<file path="src/rtl/rtlola_pkg.sv">
// Shared types and constants for the RTLola input-event front end.
package rtlola_pkg;

    // Default configuration of the monitor's input entity.
    localparam int NUM_IN_DEF = 2;
    localparam int DATA_W_DEF = 64;
    localparam int TAG_W_DEF  = 64;

    // Width of the saturating dropped-event counter.
    localparam int DROP_W = 16;

    // One queued event in the default configuration: lane values, new-value mask, timestamp.
    typedef struct packed {
        logic [NUM_IN_DEF*DATA_W_DEF-1:0] lanes;
        logic [NUM_IN_DEF-1:0]            new_mask;
        logic [TAG_W_DEF-1:0]             tag;
    } entry_t;

    // Increment that sticks at all-ones instead of wrapping.
    function automatic logic [DROP_W-1:0] sat_inc(input logic [DROP_W-1:0] v);
        return (v == {DROP_W{1'b1}}) ? v : v + 1'b1;
    endfunction

endpackage

</file>
<file path="src/rtl/rtlola_fifo_fwft.sv">
// Generic first-word-fall-through queue: the head entry is on rd_data whenever
// empty is low. Occupancy is tracked by an explicit counter so DEPTH need not be
// a power of two.
module rtlola_fifo_fwft #(
    parameter int WIDTH = 8,
    parameter int DEPTH = 4
) (
    input  logic                       clk,
    input  logic                       rst,
    input  logic                       push,
    input  logic                       pop,
    input  logic [WIDTH-1:0]           wr_data,
    output logic [WIDTH-1:0]           rd_data,
    output logic                       full,
    output logic                       empty,
    output logic [$clog2(DEPTH+1)-1:0] count
);

    localparam int PTR_W = (DEPTH > 1) ? $clog2(DEPTH) : 1;
    localparam int CNT_W = $clog2(DEPTH+1);
    localparam logic [PTR_W-1:0] LAST = PTR_W'(DEPTH - 1);

    logic [WIDTH-1:0] mem [DEPTH];
    logic [PTR_W-1:0] wr_ptr;
    logic [PTR_W-1:0] rd_ptr;
    logic             do_push;
    logic             do_pop;

    assign empty = (count == '0);
    assign full  = (count == CNT_W'(DEPTH));

    // A pop on an empty queue is ignored; a pop frees a slot for a same-edge push.
    assign do_pop  = pop & ~empty;
    assign do_push = push & (~full | do_pop);

    // Gate the head with empty so the outputs read zero after reset and when drained.
    assign rd_data = empty ? '0 : mem[rd_ptr];

    // Storage write port.
    // NOTE: the storage array carries no reset; validity comes from count, and
    // resetting every word would only add a wide reset fan-out for no benefit.
    always_ff @(posedge clk) begin
        if (do_push) mem[wr_ptr] <= wr_data;
    end

    // Pointers and occupancy, wrapping at DEPTH-1.
    // NOTE: sequential state uses non-blocking assignments so every register
    // samples pre-edge values regardless of statement order.
    always_ff @(posedge clk or negedge rst) begin
        if (!rst) begin
            wr_ptr <= '0;
            rd_ptr <= '0;
            count  <= '0;
        end else begin
            if (do_push) wr_ptr <= (wr_ptr == LAST) ? '0 : wr_ptr + 1'b1;
            if (do_pop)  rd_ptr <= (rd_ptr == LAST) ? '0 : rd_ptr + 1'b1;
            case ({do_push, do_pop})
                2'b10:   count <= count + 1'b1;
                2'b01:   count <= count - 1'b1;
                default: count <= count;
            endcase
        end
    end

endmodule

</file>
<file path="src/rtl/rtlola_event_queue.sv">
// Input-event front end: samples NUM_IN streams, fills absent lanes from
// per-lane hold registers, stamps each event with a cycle tag and queues it for
// the evaluator. Events arriving at a full queue without a pop are dropped and
// counted.
module rtlola_event_queue
    import rtlola_pkg::*;
#(
    parameter int NUM_IN = NUM_IN_DEF,
    parameter int DATA_W = DATA_W_DEF,
    parameter int DEPTH  = 4,
    parameter int TAG_W  = TAG_W_DEF
) (
    input  logic                       clk,
    input  logic                       rst,
    input  logic                       en,
    input  logic [NUM_IN*DATA_W-1:0]   in_data,
    input  logic [NUM_IN-1:0]          in_new,
    input  logic                       pop,
    output logic [NUM_IN*DATA_W-1:0]   out_data,
    output logic [NUM_IN-1:0]          out_new,
    output logic [TAG_W-1:0]           out_tag,
    output logic                       out_valid,
    output logic                       full,
    output logic [$clog2(DEPTH+1)-1:0] count,
    output logic                       overflow,
    output logic [DROP_W-1:0]          drop_cnt
);

    localparam int LANES_W = NUM_IN * DATA_W;

    // Entry layout for this instance's parameters.
    typedef struct packed {
        logic [LANES_W-1:0] lanes;
        logic [NUM_IN-1:0]  new_mask;
        logic [TAG_W-1:0]   tag;
    } q_entry_t;

    localparam int ENTRY_W = $bits(q_entry_t);

    logic [TAG_W-1:0]   tag_q;
    logic [LANES_W-1:0] hold_q;
    logic [LANES_W-1:0] lanes_mux;
    logic               push_req;
    logic               pop_req;
    logic               fifo_full;
    logic               fifo_empty;
    logic               drop;
    q_entry_t           wr_entry;
    q_entry_t           rd_entry;
    logic [ENTRY_W-1:0] rd_flat;

    assign push_req = en & (|in_new);
    assign pop_req  = en & pop;
    // When full the queue is non-empty, so a pop always makes room.
    assign drop     = push_req & fifo_full & ~pop_req;

    // Lane selection: fresh value where flagged, otherwise last held value.
    // NOTE: the default assignment first keeps every bit driven on every path,
    // so no latch is inferred for lanes whose flag is low.
    always_comb begin
        lanes_mux = hold_q;
        for (int i = 0; i < NUM_IN; i++) begin
            if (in_new[i]) lanes_mux[i*DATA_W +: DATA_W] = in_data[i*DATA_W +: DATA_W];
        end
    end

    assign wr_entry = '{lanes: lanes_mux, new_mask: in_new, tag: tag_q};

    rtlola_fifo_fwft #(
        .WIDTH (ENTRY_W),
        .DEPTH (DEPTH)
    ) u_fifo (
        .clk     (clk),
        .rst     (rst),
        .push    (push_req),
        .pop     (pop_req),
        .wr_data (wr_entry),
        .rd_data (rd_flat),
        .full    (fifo_full),
        .empty   (fifo_empty),
        .count   (count)
    );

    assign rd_entry  = q_entry_t'(rd_flat);
    assign out_data  = rd_entry.lanes;
    assign out_new   = rd_entry.new_mask;
    assign out_tag   = rd_entry.tag;
    assign out_valid = ~fifo_empty;
    assign full      = fifo_full;

    // Free-running cycle tag; an event carries the value before this edge's increment.
    always_ff @(posedge clk or negedge rst) begin
        if (!rst)    tag_q <= '0;
        else if (en) tag_q <= tag_q + 1'b1;
    end

    // Hold registers capture every flagged value, including ones that get dropped.
    always_ff @(posedge clk or negedge rst) begin
        if (!rst) begin
            hold_q <= '0;
        end else if (en) begin
            for (int i = 0; i < NUM_IN; i++) begin
                if (in_new[i]) hold_q[i*DATA_W +: DATA_W] <= in_data[i*DATA_W +: DATA_W];
            end
        end
    end

    // Sticky overflow flag and saturating drop counter.
    always_ff @(posedge clk or negedge rst) begin
        if (!rst) begin
            overflow <= 1'b0;
            drop_cnt <= '0;
        end else if (drop) begin
            overflow <= 1'b1;
            drop_cnt <= sat_inc(drop_cnt);
        end
    end

endmodule

</file>
<file path="config.mk">
export PLATFORM = sky130hd
export DESIGN_NAME = rtlola_event_queue
export DESIGN_NICKNAME = d
export VERILOG_FILES = /design/src/rtl/rtlola_pkg.sv /design/src/rtl/rtlola_fifo_fwft.sv /design/src/rtl/rtlola_event_queue.sv
export SDC_FILE = /design/constraint.sdc
export NUM_CORES = 1
export LEC_CHECK = 0
export ABC_AREA = 1
export ABC_CLOCK_PERIOD_IN_PS = 13400
export CAP_MARGIN = 20
export CORE_MARGIN = 2
export CORE_UTILIZATION = 36
export DETAILED_ROUTE_END_ITERATION = 16
export HOLD_SLACK_MARGIN = 0.02
export SLEW_MARGIN = 20
export SYNTH_ARGS = -nofsm -noshare
export SYNTH_HDL_FRONTEND = slang
export SYNTH_SLANG_ARGS = --single-unit
</file>
<file path="constraint.sdc">
create_clock -name clk -period 13.4 [get_ports clk]
set_input_delay 3.35 -clock clk [delete_from_list [all_inputs] [get_ports clk]]
set_output_delay 3.35 -clock clk [all_outputs]
set_load 0.05 [all_outputs]
</file>
## Word level (Yosys, flattened, before mapping)

Memories as Yosys holds them, arrays and structs flattened.
Cells that the tools add are included.

- Output and inout port bits: 216
- Logic and storage cells: 43
- Memories: 1
- Memory bits (writable): 776
- Bits in registers: 216

Memory list:

| name | words | bits a word | read ports | clocked after memory_dff | write ports | line | RTL |
|---|---|---|---|---|---|---|---|
| u_fifo.mem | 4 | 194 | 1 | 0 | 1 | rtlola_fifo_fwft.sv:23 | `logic [WIDTH-1:0] mem [DEPTH];` |

- Muxes and demuxes: 8
- Add/sub/neg operators: 6
- Bitwise logic cells: 11
- Equal/unequal tests: 6
- Reduce and logical (&&, ||, !) cells: 4

Operators with widths:

| kind | count |
|---|---|
| 2-to-1 mux 194 bit | 1 |
| 2-to-1 mux 64 bit | 2 |
| adder 64 x 1 -> 64 bit (second input constant) | 1 |
| adder 16 x 1 -> 16 bit (second input constant) | 1 |
| equality test 16 bit (second input constant) | 1 |
| bitwise AND 1 bit | 6 |
| equality test 2 bit (second input constant) | 3 |
| case mux 3 bit (2 select lines) | 1 |
| adder 2 x 1 -> 2 bit (second input constant) | 2 |
| 2-to-1 mux 2 bit | 2 |
| NOT 1 bit | 4 |
| adder 3 x 1 -> 3 bit (second input constant) | 1 |
| equality test 3 bit (second input constant) | 1 |
| logical NOT 3 bit | 1 |
| subtractor 3 x 1 -> 3 bit (second input constant) | 1 |
| equality test 2 x 1 -> 1 bit (second input constant) | 1 |
| 2-to-1 mux 1 bit | 2 |
| AND reduction 2 bit | 1 |
| nonzero test 2 bit | 1 |
| OR reduction 2 bit | 1 |
| bitwise OR 1 bit | 1 |

## Logic depth before layout (Yosys ltp)

- Depth after elaboration: 7
- Gate-level depth with buffers: 12
- Gate-level depth less buffers: 12

## Hierarchy

From an unflattened synthesis, not the netlist that was laid out.

- Cells, all modules: 3,815
- Area total of the unflattened synthesis: 41,290.9 µm²

Modules (own cells, without submodules):

| module | instances | area an instance (µm²) | cells each |
|---|---|---|---|
| rtlola_fifo_fwft | 1 | 30,335.3 | 2,344 |
| rtlola_event_queue | 1 | 10,955.5 | 1,471 |

## Worst setup path after synthesis

No wires, ideal clock.

- Path type: input port to flip-flop
- Start point: in en
- End point: mem u_fifo.mem[0][0] in the netlist's numbering (enable)
- Setup time: 752 ps
- Path buffers: 1
- Data required time: 12,648 ps
- Stages: 5
- Path slack: 793 ps
- Arrival time: 11,855 ps
- Path through: buf_4 > o21ai_1 > inv_1 > nand2_1 > nor2_1

- Word-level cells in the longest chain between the ends: 6
- Elaborated cells on any way between the ends: 7
- Classes of those cells: mux: 2; bitwise: 5

RTL lines:

| what | line | RTL |
|---|---|---|
| start: declaration | rtlola_event_queue.sv:15 | `input logic en,` |
| bitwise AND 1 bit | rtlola_event_queue.sv:53 | `assign pop_req = en & pop;` |
| bitwise AND 1 bit | rtlola_fifo_fwft.sv:33 | `assign do_pop = pop & ~empty;` |
| bitwise OR 1 bit | rtlola_fifo_fwft.sv:34 | `assign do_push = push & (~full \| do_pop);` |
| bitwise AND 1 bit * | rtlola_fifo_fwft.sv:34 |  |
| 2-to-1 mux 1 bit * | rtlola_fifo_fwft.sv:43 | `if (do_push) mem[wr_ptr] <= wr_data;` |
| 2-to-1 mux 1 bit (not written as such) * | rtlola_fifo_fwft.sv:43 |  |
| end: declaration | rtlola_fifo_fwft.sv:23 |  |

Mark *: on every way between the ends. The rest lies on a longest branch, timed or not.

## Final worst setup path

- Start point: reg u_fifo.rd_ptr[0]
- End point: out out_data[26]

- Word-level cells in the longest chain between the ends: 2

RTL lines:

| what | line | RTL |
|---|---|---|
| start: declaration | rtlola_fifo_fwft.sv:25 | `logic [PTR_W-1:0] rd_ptr;` |
| start signal: assignment | rtlola_fifo_fwft.sv:56 | `if (do_pop) rd_ptr <= (rd_ptr == LAST) ? '0 : rd_ptr + 1'b1;` |
| memory read (4 x 194 bit) | - |  |
| 2-to-1 mux 194 bit | rtlola_fifo_fwft.sv:37 | `assign rd_data = empty ? '0 : mem[rd_ptr];` |
| end: declaration | rtlola_event_queue.sv:19 | `output logic [NUM_IN*DATA_W-1:0] out_data,` |

No other way between the ends.

==> impl_metrics.ini <==
[setup_path]
reg2reg_slack_ns = 9.70
slowest_stage = dfrtp_4
r2r-end = u_fifo.mem[0][67]
cp-start-kind = register
critPathMaxStageDelay_ns = 0.99
path_class = reg2out
critPathArrivalTime_ns = 5.12
worstSetupStartpoint = u_fifo.rd_ptr[0]
cp-end-kind = primary output
reg2reg_depth = 8
reg2reg_from = u_fifo.count[2]
critPathCapture = out_data[26]
critPathMaxFanout = 87
cp.required_ns = 10.05
crit_chain = buf_4, buf_4, nor2_1, nor2_1, o21ai_0, a21oi_1, clkdlybuf4s50_1

[global_routing]
grt_usage = 0.180
first_global_vias = 27700
gr-usage-met1 = 0.243
gr-usage-met2 = 0.297
overflow = 0
globalRouteMet3Util = 0.0345
antenna_found_initial = 4
grt_pass1_wl_um = 163000
busiest_layer = met2
grt_max_degree = 200

[yosys]
ys_seq_area_frac = 0.698
ys.flop_type = edfxtp_1
synth-async-reset-ratio = 0.218
synth_seq_cells = 992
avgSynthCellArea_um2 = 10.8
netlist_instances = 3821
synth_enable_flop_cells = 776
yosysWarningCount = 0
syn_nets = 3963
netlist_area_um2 = 41200
ys_types = 38

[clock_tree]
hold_buffers = 0
cts_root_buf = clkbuf_16
clock_sinks = 992
cts-resized-gates = 0
cts_buffer_depth = 3
numCtsBuffers = 104
clock_latency_ns = 0.71
postCtsSetupBuffers = 0
h-tree-depth = 3
clk_pin_slew_ns = 0.06
cts_tree = yes

[route]
drt-initial-drc-count = 2043
routed_wl_um = 107000
postRouteAntennaNets = 0
vias_per_cell = 4.93
vias = 28100
drc = 0
firstDrtPassIters = 5
wl_per_cell_um = 18.7

[floorplanning]
start_util = 0.361
io_pins = 350
die_x_um = 342
die_h_um = 342
core-area_um2 = 114000
rows = 124
dieArea_um2 = 117000

[sta]
setup_viol = 0
rsz0062_at_grt = false
clock.fmax_mhz = 118
hold_viol = 0
max_slew_margin = 0.309
fin_setup_tns_ns = 0
finalMaxSlewViolations = 0
worst_slack_ns = 4.93
fin_crit_ns = 8.47
tightest_slew_ns = 1.04
fin_skew_ns = 0.0291
period_share = 0.632

[finish]
area_growth_pct = 20.4
n_fill_cell = 10500
ff_latch_area_um2 = 28700
fin_nets = 4247
multiInputGateArea_um2 = 10800
drive_above_1_share = 0.0594

[min_path]
min_path_type = reg2reg
hold_depth = 1

[job]
cap_violations = 0

[placement]
numPortBuffers = 349
hpwlAfterDp_um = 62000
pre_cts_ws_ns = 5.65
place_congestion = 0.845

[power_and_ir_drop]
ir_drop_uv = 250
p_per_area_nw_per_um2 = 243
leakagePower_nw = 17.9

[outcome]
status = completed
how the worst min path moves through the flow:
stage | startpoint | end
2_1_floorplan | hold_q[115] | hold_q[115]
3_3_place_gp | overflow | overflow
3_5_place_dp | overflow | overflow
6_report | overflow | overflow
5_1_grt | overflow | overflow
4_1_cts | overflow | overflow
cell usage in the layout, fill, tap and decap left out, types with 4 or more instances in the layout:
master | synthesis | final
a21oi_1 | 198 | 198
xor2_1 | 36 | 36
clkbuf_1 | 115 | 31
bufinv_16 | 0 | 10
nand3_2 | 4 | 4
clkinv_1 | 0 | 4
clkinv_2 | 0 | 17
dfrtp_1 | 216 | 214
clkinvlp_4 | 0 | 5
edfxtp_1 | 776 | 776
ha_1 | 7 | 7
o21ai_1 | 24 | 24
inv_1 | 210 | 210
xnor2_1 | 19 | 19
nor2_1 | 904 | 900
nand3_1 | 39 | 39
clkdlybuf4s50_1 | 0 | 345
clkbuf_16 | 0 | 106
clkbuf_8 | 0 | 19
o21ai_0 | 629 | 629
nand2_1 | 477 | 477
nor3_1 | 9 | 9
nor2_2 | 12 | 12
nor2_4 | 3 | 7
buf_4 | 4 | 39
o21ai_2 | 4 | 4
nand4_1 | 17 | 17
routing by layer:
layer / routed length, µm / vias up
li1: - / 13500
met1: 46800 / 13700
met2: 50900 / 726
met3: 6770 / 153
met4: 2330 / 6
met5: 37 / -
final cells by class:
class	count	share of cell area
Antenna cell	1	0.0000505
Clock buffer	155	0.0609
Clock inverter	41	0.0104
Inverter	216	0.0168
Multi-Input combinational cell	2403	0.217
Sequential cell	992	0.579
Tap cell	1512	0.0382
Timing Repair Buffer	388	0.0771
kinds of logic after synthesis:
group,count (synthesis),share of synthesized area
XOR/XNOR,55,0.0117
adder cells (fa/ha/maj),8,0.00261
AND/OR/NAND/NOR,1484,0.142
AO/OA/AOI/OAI,856,0.104
buffers and inverters,426,0.0417
flip-flops,992,0.698
worst max-delay path, delay by kind of cell, from the launching register on:
| family | cells | cell delay [ns] |
|---|---|---|
| and+or+nand+nor | 2 | 0.21 |
| AOI/OAI and AO/OA | 2 | 0.36 |
| DFF | 1 | 0.99 |
| buffers and inverters | 3 | 2.66 |
flip-flops by register name, indices dropped and copies added (netlist names):
name / cells
drop_cnt: 16
hold_q: 128
overflow: 1
tag_q: 64
u_fifo.count: 3
u_fifo.mem: 776
u_fifo.rd_ptr: 2
u_fifo.wr_ptr: 2
Yosys cell counts, types with 2 or more instances:
library cell | number | area [µm²]
nor3_1 | 9 | 45.0
inv_1 | 210 | 788
ha_1 | 7 | 87.6
nor4_1 | 3 | 18.8
nand3b_1 | 3 | 22.5
nand3_1 | 39 | 195
nor3_2 | 3 | 30.0
buf_2 | 55 | 275
edfxtp_1 | 776 | 23300
a21oi_1 | 198 | 991
dfrtp_1 | 216 | 5410
nor2_1 | 904 | 3390
nand2_2 | 2 | 12.5
buf_4 | 4 | 30.0
and2_1 | 2 | 12.5
clkbuf_1 | 115 | 432
xor2_1 | 36 | 315
buf_1 | 32 | 120
nand3_2 | 4 | 40.0
nor2_4 | 3 | 33.8
buf_6 | 4 | 45.0
nor2_2 | 12 | 75.1
nand2_1 | 477 | 1790
inv_2 | 5 | 18.8
o21ai_2 | 4 | 35.0
nand4_1 | 17 | 106
xnor2_1 | 19 | 166
o21ai_0 | 629 | 3150
o21ai_1 | 24 | 120
metrics by stage:
stage,utilization,instances,area (µm²),total power (W),hold WS (ns)
after floorplan,-,3821,41200,0.00750,0.471
after global placement,0.404,5510,46000,0.00919,0.464
after detailed placement,0.404,5510,46000,0.00922,0.455
after CTS,0.435,5706,49500,0.0122,0.481
final,0.435,5708,49600,0.0121,0.480
after global routing,0.435,5707,49600,0.0126,0.491
power by group:
group	leakage (nW)	internal [W]	total, W	switching [W]
logic	6.36	0.00141	0.00507	0.00366
registers	9.81	0.00384	0.00404	0.000201
clock network	1.72	0.00175	0.00294	0.00119
total	17.9	0.00701	0.0121	0.00505
(Power assumes the default switching activity.)
